===== config.mk =====
export PLATFORM = sky130hd
export DESIGN_NAME = grid_frame_streamer
export DESIGN_NICKNAME = d
export VERILOG_FILES = /design/src/rtl/grid_frame_streamer.sv
export SDC_FILE = /design/constraint.sdc
export NUM_CORES = 1
export LEC_CHECK = 0
export CORE_ASPECT_RATIO = 1.4
export CORE_MARGIN = 2
export CORE_UTILIZATION = 33
export CTS_CLUSTER_DIAMETER = 60
export CTS_CLUSTER_SIZE = 12
export DETAILED_ROUTE_END_ITERATION = 16
export PLACE_DENSITY_LB_ADDON = 0.3
export SYNTH_ARGS = -nofsm -noshare
export SYNTH_HDL_FRONTEND = slang
export SYNTH_SLANG_ARGS = --single-unit

===== constraint.sdc =====
create_clock -name clock -period 24.5 [get_ports clock]
set_input_delay 2.45 -clock clock [delete_from_list [all_inputs] [get_ports clock]]
set_output_delay 2.45 -clock clock [all_outputs]
set_load 0.05 [all_outputs]

===== src/rtl/grid_frame_streamer.sv =====
// grid_frame_streamer
//
// Single-clock frame path between the grid logic and an external LED driver.
// A start edge (or, in continuous mode, an idle timer expiry) produces one
// grid_step pulse. After a settle window the grid is snapshotted and streamed
// out OUT_W bits per rising edge of the consumer strobe ext_clk.
//
// Ports:
//   clock          in   system clock
//   reset          in   asynchronous active-high reset
//   start          in   asynchronous frame request (rising edge used)
//   continuous     in   enables periodic frame triggering
//   ext_clk        in   asynchronous consumer strobe (rising edge used)
//   grid_in        in   ROWS*COLS grid, cell (r,c) at bit r*COLS+c
//   grid_step      out  one-cycle pulse advancing the grid logic
//   led_out        out  current output word
//   stream_active  out  high while a frame is being streamed
//   frame_done     out  one-cycle pulse at end of frame
//   word_index     out  index of the word on led_out

module grid_frame_streamer #(
  parameter int unsigned ROWS     = 16,
  parameter int unsigned COLS     = 16,
  parameter int unsigned OUT_W    = 8,
  parameter int unsigned SETTLE   = 2,
  parameter int unsigned CONT_DIV = 1000000,
  localparam int unsigned GW      = ROWS * COLS,
  localparam int unsigned NWORDS  = GW / OUT_W,
  localparam int unsigned IW      = (NWORDS > 1) ? $clog2(NWORDS) : 1
) (
  input  logic             clock,
  input  logic             reset,
  input  logic             start,
  input  logic             continuous,
  input  logic             ext_clk,
  input  logic [GW-1:0]    grid_in,
  output logic             grid_step,
  output logic [OUT_W-1:0] led_out,
  output logic             stream_active,
  output logic             frame_done,
  output logic [IW-1:0]    word_index
);

  localparam int unsigned SW = (SETTLE > 1) ? $clog2(SETTLE) : 1;
  localparam int unsigned CW = $clog2(CONT_DIV);

  typedef enum logic [2:0] {
    StIdle,
    StStep,
    StSettle,
    StStream,
    StDone
  } state_e;

  state_e state_q, state_d;

  // [0] first sync flop, [1] sync2, [2] sync3 (edge-detect history)
  logic [2:0] start_sync_q, ext_sync_q;
  logic       start_rise, ext_rise;

  logic [CW-1:0]    idle_cnt_q, idle_cnt_d;
  logic [SW-1:0]    settle_cnt_q, settle_cnt_d;
  logic [GW-1:0]    shadow_q, shadow_d;
  logic [OUT_W-1:0] led_q, led_d;
  logic [IW-1:0]    idx_q, idx_d;
  logic             active_q, active_d;
  logic             step_q, step_d;
  logic             done_q, done_d;

  logic             timer_hit;
  logic [IW-1:0]    next_idx;
  logic [GW-1:0]    word_shift;

  always_ff @(posedge clock or posedge reset) begin
    if (reset) begin
      start_sync_q <= '0;
      ext_sync_q   <= '0;
    end else begin
      start_sync_q <= {start_sync_q[1:0], start};
      ext_sync_q   <= {ext_sync_q[1:0], ext_clk};
    end
  end

  assign start_rise = start_sync_q[1] & ~start_sync_q[2];
  assign ext_rise   = ext_sync_q[1] & ~ext_sync_q[2];

  assign timer_hit  = continuous && (idle_cnt_q == CW'(CONT_DIV - 1));
  assign next_idx   = idx_q + IW'(1);
  assign word_shift = shadow_q >> (OUT_W * 32'(next_idx));

  always_comb begin
    state_d      = state_q;
    idle_cnt_d   = '0;
    settle_cnt_d = '0;
    shadow_d     = shadow_q;
    led_d        = led_q;
    idx_d        = idx_q;
    active_d     = active_q;
    step_d       = 1'b0;
    done_d       = 1'b0;

    unique case (state_q)
      StIdle: begin
        // A simultaneous start edge and timer expiry still yields one frame.
        if (start_rise || timer_hit) begin
          state_d = StStep;
          step_d  = 1'b1;
        end else if (continuous) begin
          idle_cnt_d = idle_cnt_q + CW'(1);
        end
      end
      StStep: begin
        state_d = StSettle;
      end
      StSettle: begin
        if (settle_cnt_q == SW'(SETTLE - 1)) begin
          state_d  = StStream;
          shadow_d = grid_in;
          led_d    = grid_in[OUT_W-1:0];
          idx_d    = '0;
          active_d = 1'b1;
        end else begin
          settle_cnt_d = settle_cnt_q + SW'(1);
        end
      end
      StStream: begin
        if (ext_rise) begin
          if (idx_q < IW'(NWORDS - 1)) begin
            idx_d = next_idx;
            led_d = word_shift[OUT_W-1:0];
          end else begin
            state_d  = StDone;
            active_d = 1'b0;
            led_d    = '0;
            idx_d    = '0;
            done_d   = 1'b1;
          end
        end
      end
      StDone: begin
        state_d = StIdle;
      end
      default: begin
        state_d = StIdle;
      end
    endcase
  end

  always_ff @(posedge clock or posedge reset) begin
    if (reset) begin
      state_q      <= StIdle;
      idle_cnt_q   <= '0;
      settle_cnt_q <= '0;
      shadow_q     <= '0;
      led_q        <= '0;
      idx_q        <= '0;
      active_q     <= 1'b0;
      step_q       <= 1'b0;
      done_q       <= 1'b0;
    end else begin
      state_q      <= state_d;
      idle_cnt_q   <= idle_cnt_d;
      settle_cnt_q <= settle_cnt_d;
      shadow_q     <= shadow_d;
      led_q        <= led_d;
      idx_q        <= idx_d;
      active_q     <= active_d;
      step_q       <= step_d;
      done_q       <= done_d;
    end
  end

  assign grid_step     = step_q;
  assign led_out       = led_q;
  assign stream_active = active_q;
  assign frame_done    = done_q;
  assign word_index    = idx_q;

endmodule


==> impl_metrics.csv <==
group,metric,value,unit
outcome,outcome,"completed",
clock_network,ctsResizeCount,0,
clock_network,cts_buffers,29,
critical_path,crit_required,22.05,ns
timing,finalHoldWorstSlack,0.357,ns
placement,dp_cells,2199,
timing,tns,0,ns
clock_network,cts.sinks,302,
clock_network,hold_buffers,0,
min_path,holdPathEnd,"ext_sync_q[1]",
clock_network,cts-root-buf,"clkbuf_16",
global_route,grt_pass1_wl,61300,microns
global_route,grt_pass1_vias,11100,
global_route,globalRouteTotalUtil,18.1,%
critical_path,cp_max_fo,40,
critical_path,critPathLaunchType,"flip-flop",
timing,tightest_slew,1.13,ns
cells_and_area,final_area,0.0178,sq mm
cells_and_area,n_antenna_cell,0,
power,p_leak,8.31,nW
min_path,min_from,"ext_sync_q[0]",
cells_and_area,final_util,42.5,%
placement,dp_slack,19.56,ns
placement,gp_congestion,0.784,
timing,max_freq,0.207,GHz
yosys,syn_nets,1716,
critical_path,arrival,2.39,ns
route,drt_iter0_markers,731,
die,rows,89,
global_route,overflow,0,
min_path,hp-class,"reg2reg",
route,drc,0,
clock_network,cts_setup_buffers,0,
placement,dp_hpwl,28200,microns
die,die-area,0.0438,sq mm
die,start_util,33.2,%
timing,finalClockSkew,0.00991,ns
route,via_per_inst,4.80,
critical_path,path_cells,"clkdlybuf4s50_1",
timing,finalSetupViolCount,0,
critical_path,end_kind,"output pin",
placement,port_buffers,276,
power,p_total,2.18,mW
power,vdd_drop_max,59.0,uV
cells_and_area,drive_gt1_share,7.34,%
clock_network,clockBufferDepth,3,
placement,place_area,0.0170,sq mm
die,fp.dieW,178,microns
global_route,grt_max_degree,139,
cells_and_area,area_growth,27.9,%
clock_network,clk_pin_slew,0.06,ns
timing,relSlewSlack,24.4,%
timing,layout_setup_ws,19.66,ns
route,drt_wl_total,39600,microns
timing,rsz0062_at_grt,"false",
route,wl_per_cell,17.7,microns
critical_path,path_buf_inv,1,
critical_path,cpLargestDelayFamily,"buffers and inverters",
yosys,yosys_warnings,0,
timing,hold_violations,0,
cells_and_area,layout.nets,1947,
yosys,ys_seq_area_share,54.3,%
global_route,antenna_found_initial,0,
die,core,0.0419,sq mm
clock_network,htree_levels,1,
timing,drv_slew,0,
critical_path,cp_slowest_cell,"clkdlybuf4s50_1",
route,antenna_left,0,
critical_path,worstRegToRegCells,6,
critical_path,slowest_delay,0.93,ns
yosys,synth.distinct_cells,47,
route,dr.pass1.iters,5,
min_path,hold_depth,0,
yosys,syn_area,0.0139,sq mm
yosys,ys_ff_latch,302,
clock_network,clk_latency,0.56,ns
critical_path,reg2reg_slack,20.76,ns
die,die_h,247,microns
power,power_density,122,mW/mm^2
cells_and_area,fillers,4177,
timing,period_needed,4.84,ns
clock_network,cts_tree,"built",
yosys,synthCells,1453,
flow_run,maxCapViolations,0,
critical_path,r2r_end,"led_out[0]",
yosys,syn_avg_cell_area,9.58,sq um
critical_path,r2r_start,"word_index[0]",
critical_path,path_depth,1,
cells_and_area,fin_cells,2236,
timing,period_share,19.8,%
die,num_io_pins,277,
route,vias,10700,
critical_path,path_class,"reg2out",
==> area by class of cell <==
cell class / count / area [sq um] / area share [%]
inverters: 6 / 30.0 / 0.169
clock buffers: 35 / 768 / 4.32
well taps: 546 / 683 / 3.84
multi-input cells: 1060 / 5910 / 33.2
clock inverters: 2 / 13.8 / 0.0774
repair buffers: 285 / 2830 / 15.9
flip-flops and latches: 302 / 7560 / 42.5
==> power by group <==
group          internal [mW]  total (mW)  switching, mW
Clock                  0.217       0.399          0.182
Combinational          0.403       0.909          0.505
Sequential             0.727       0.872          0.145
==> cell usage after synthesis (all sizes together) <==
library cell / instances / area share [%]
a21boi: 1 / 0.054
a21o: 2 / 0.11
a311oi: 1 / 0.063
a31o: 2 / 0.13
a32o: 8 / 0.58
a41oi: 1 / 0.063
and2: 3 / 0.13
and3: 5 / 0.26
and4b: 2 / 0.14
buf: 53 / 2.3
clkbuf: 32 / 0.94
dfrtp: 302 / 54
ha: 2 / 0.18
inv: 6 / 0.16
mux2: 1 / 0.11
mux2i: 16 / 1.2
mux4: 64 / 11
nand2: 827 / 22
nand3: 21 / 0.76
nand3b: 3 / 0.25
nand4: 4 / 0.22
nor2: 28 / 0.76
nor2b: 7 / 0.31
nor3: 3 / 0.11
nor3b: 4 / 0.22
nor4: 3 / 0.35
o21ai: 15 / 0.54
o21bai: 1 / 0.054
o311ai: 8 / 0.94
o32ai: 1 / 0.063
o41ai: 2 / 0.13
or3: 1 / 0.045
or3b: 1 / 0.063
xnor2: 11 / 0.75
xor2: 12 / 0.89
==> cell families (layout without fill, tap and decap cells) <==
kind of cell | Yosys count | in the layout | synth area share (%)
muxes | 81 | 81 | 11.8
AOI/OAI and AO/OA | 42 | 42 | 2.71
buffers and inverters | 91 | 328 | 3.44
adders and majority gates | 2 | 2 | 0.180
DFF | 302 | 302 | 54.3
xor gates and xnor gates | 23 | 23 | 1.64
and+or+nand+nor | 912 | 912 | 25.9
==> routing by layer <==
layer / global-route usage [%] / up-vias / part of all wire, %
met5: 0 / - / 0
met4: 7.16 / 0 / 3.7
met3: 2.37 / 70 / 4.9
met2: 30.5 / 292 / 50
met1: 23.5 / 5226 / 42
li1: - / 5134 / -
==> sequential cells by signal, indices dropped and copies added, names as in the netlist <==
name / flops
led_out: 8
frame_done: 1
word_index: 5
idle_cnt_q: 20
state_q: 3
start_sync_q: 3
shadow_q: 256
settle_cnt_q: 1
ext_sync_q: 3
stream_active: 1
grid_step: 1
==> worst max-delay path by stage <==
| stage | startpoint | to | slack (ns) |
|---|---|---|---|
| floorplan | reset | ext_sync_q[0] | 13.70 |
| CTS | word_index[0] | word_index[0] | 19.62 |
| finish | word_index[0] | word_index[0] | 19.66 |
| global placement | reset | shadow_q[165] | 19.61 |
| global route | word_index[0] | word_index[0] | 19.56 |
| detailed placement | reset | shadow_q[173] | 19.56 |
==> placed cells by master (no fill, tap or decap), drive strengths merged, types with 4 or more instances in the layout <==
cell and instances:
and3 5, o311ai 8, buf 9, dfrtp 302, o21ai 15, nor3b 4
clkbuf 35, clkdlybuf4s50 276, nand2 827, nand3 21, xnor2 11, a32o 8
nor2b 7, mux4 64, inv 7, nand4 4, nor2 28, xor2 12
mux2i 16
(Power assumes the default switching activity.)
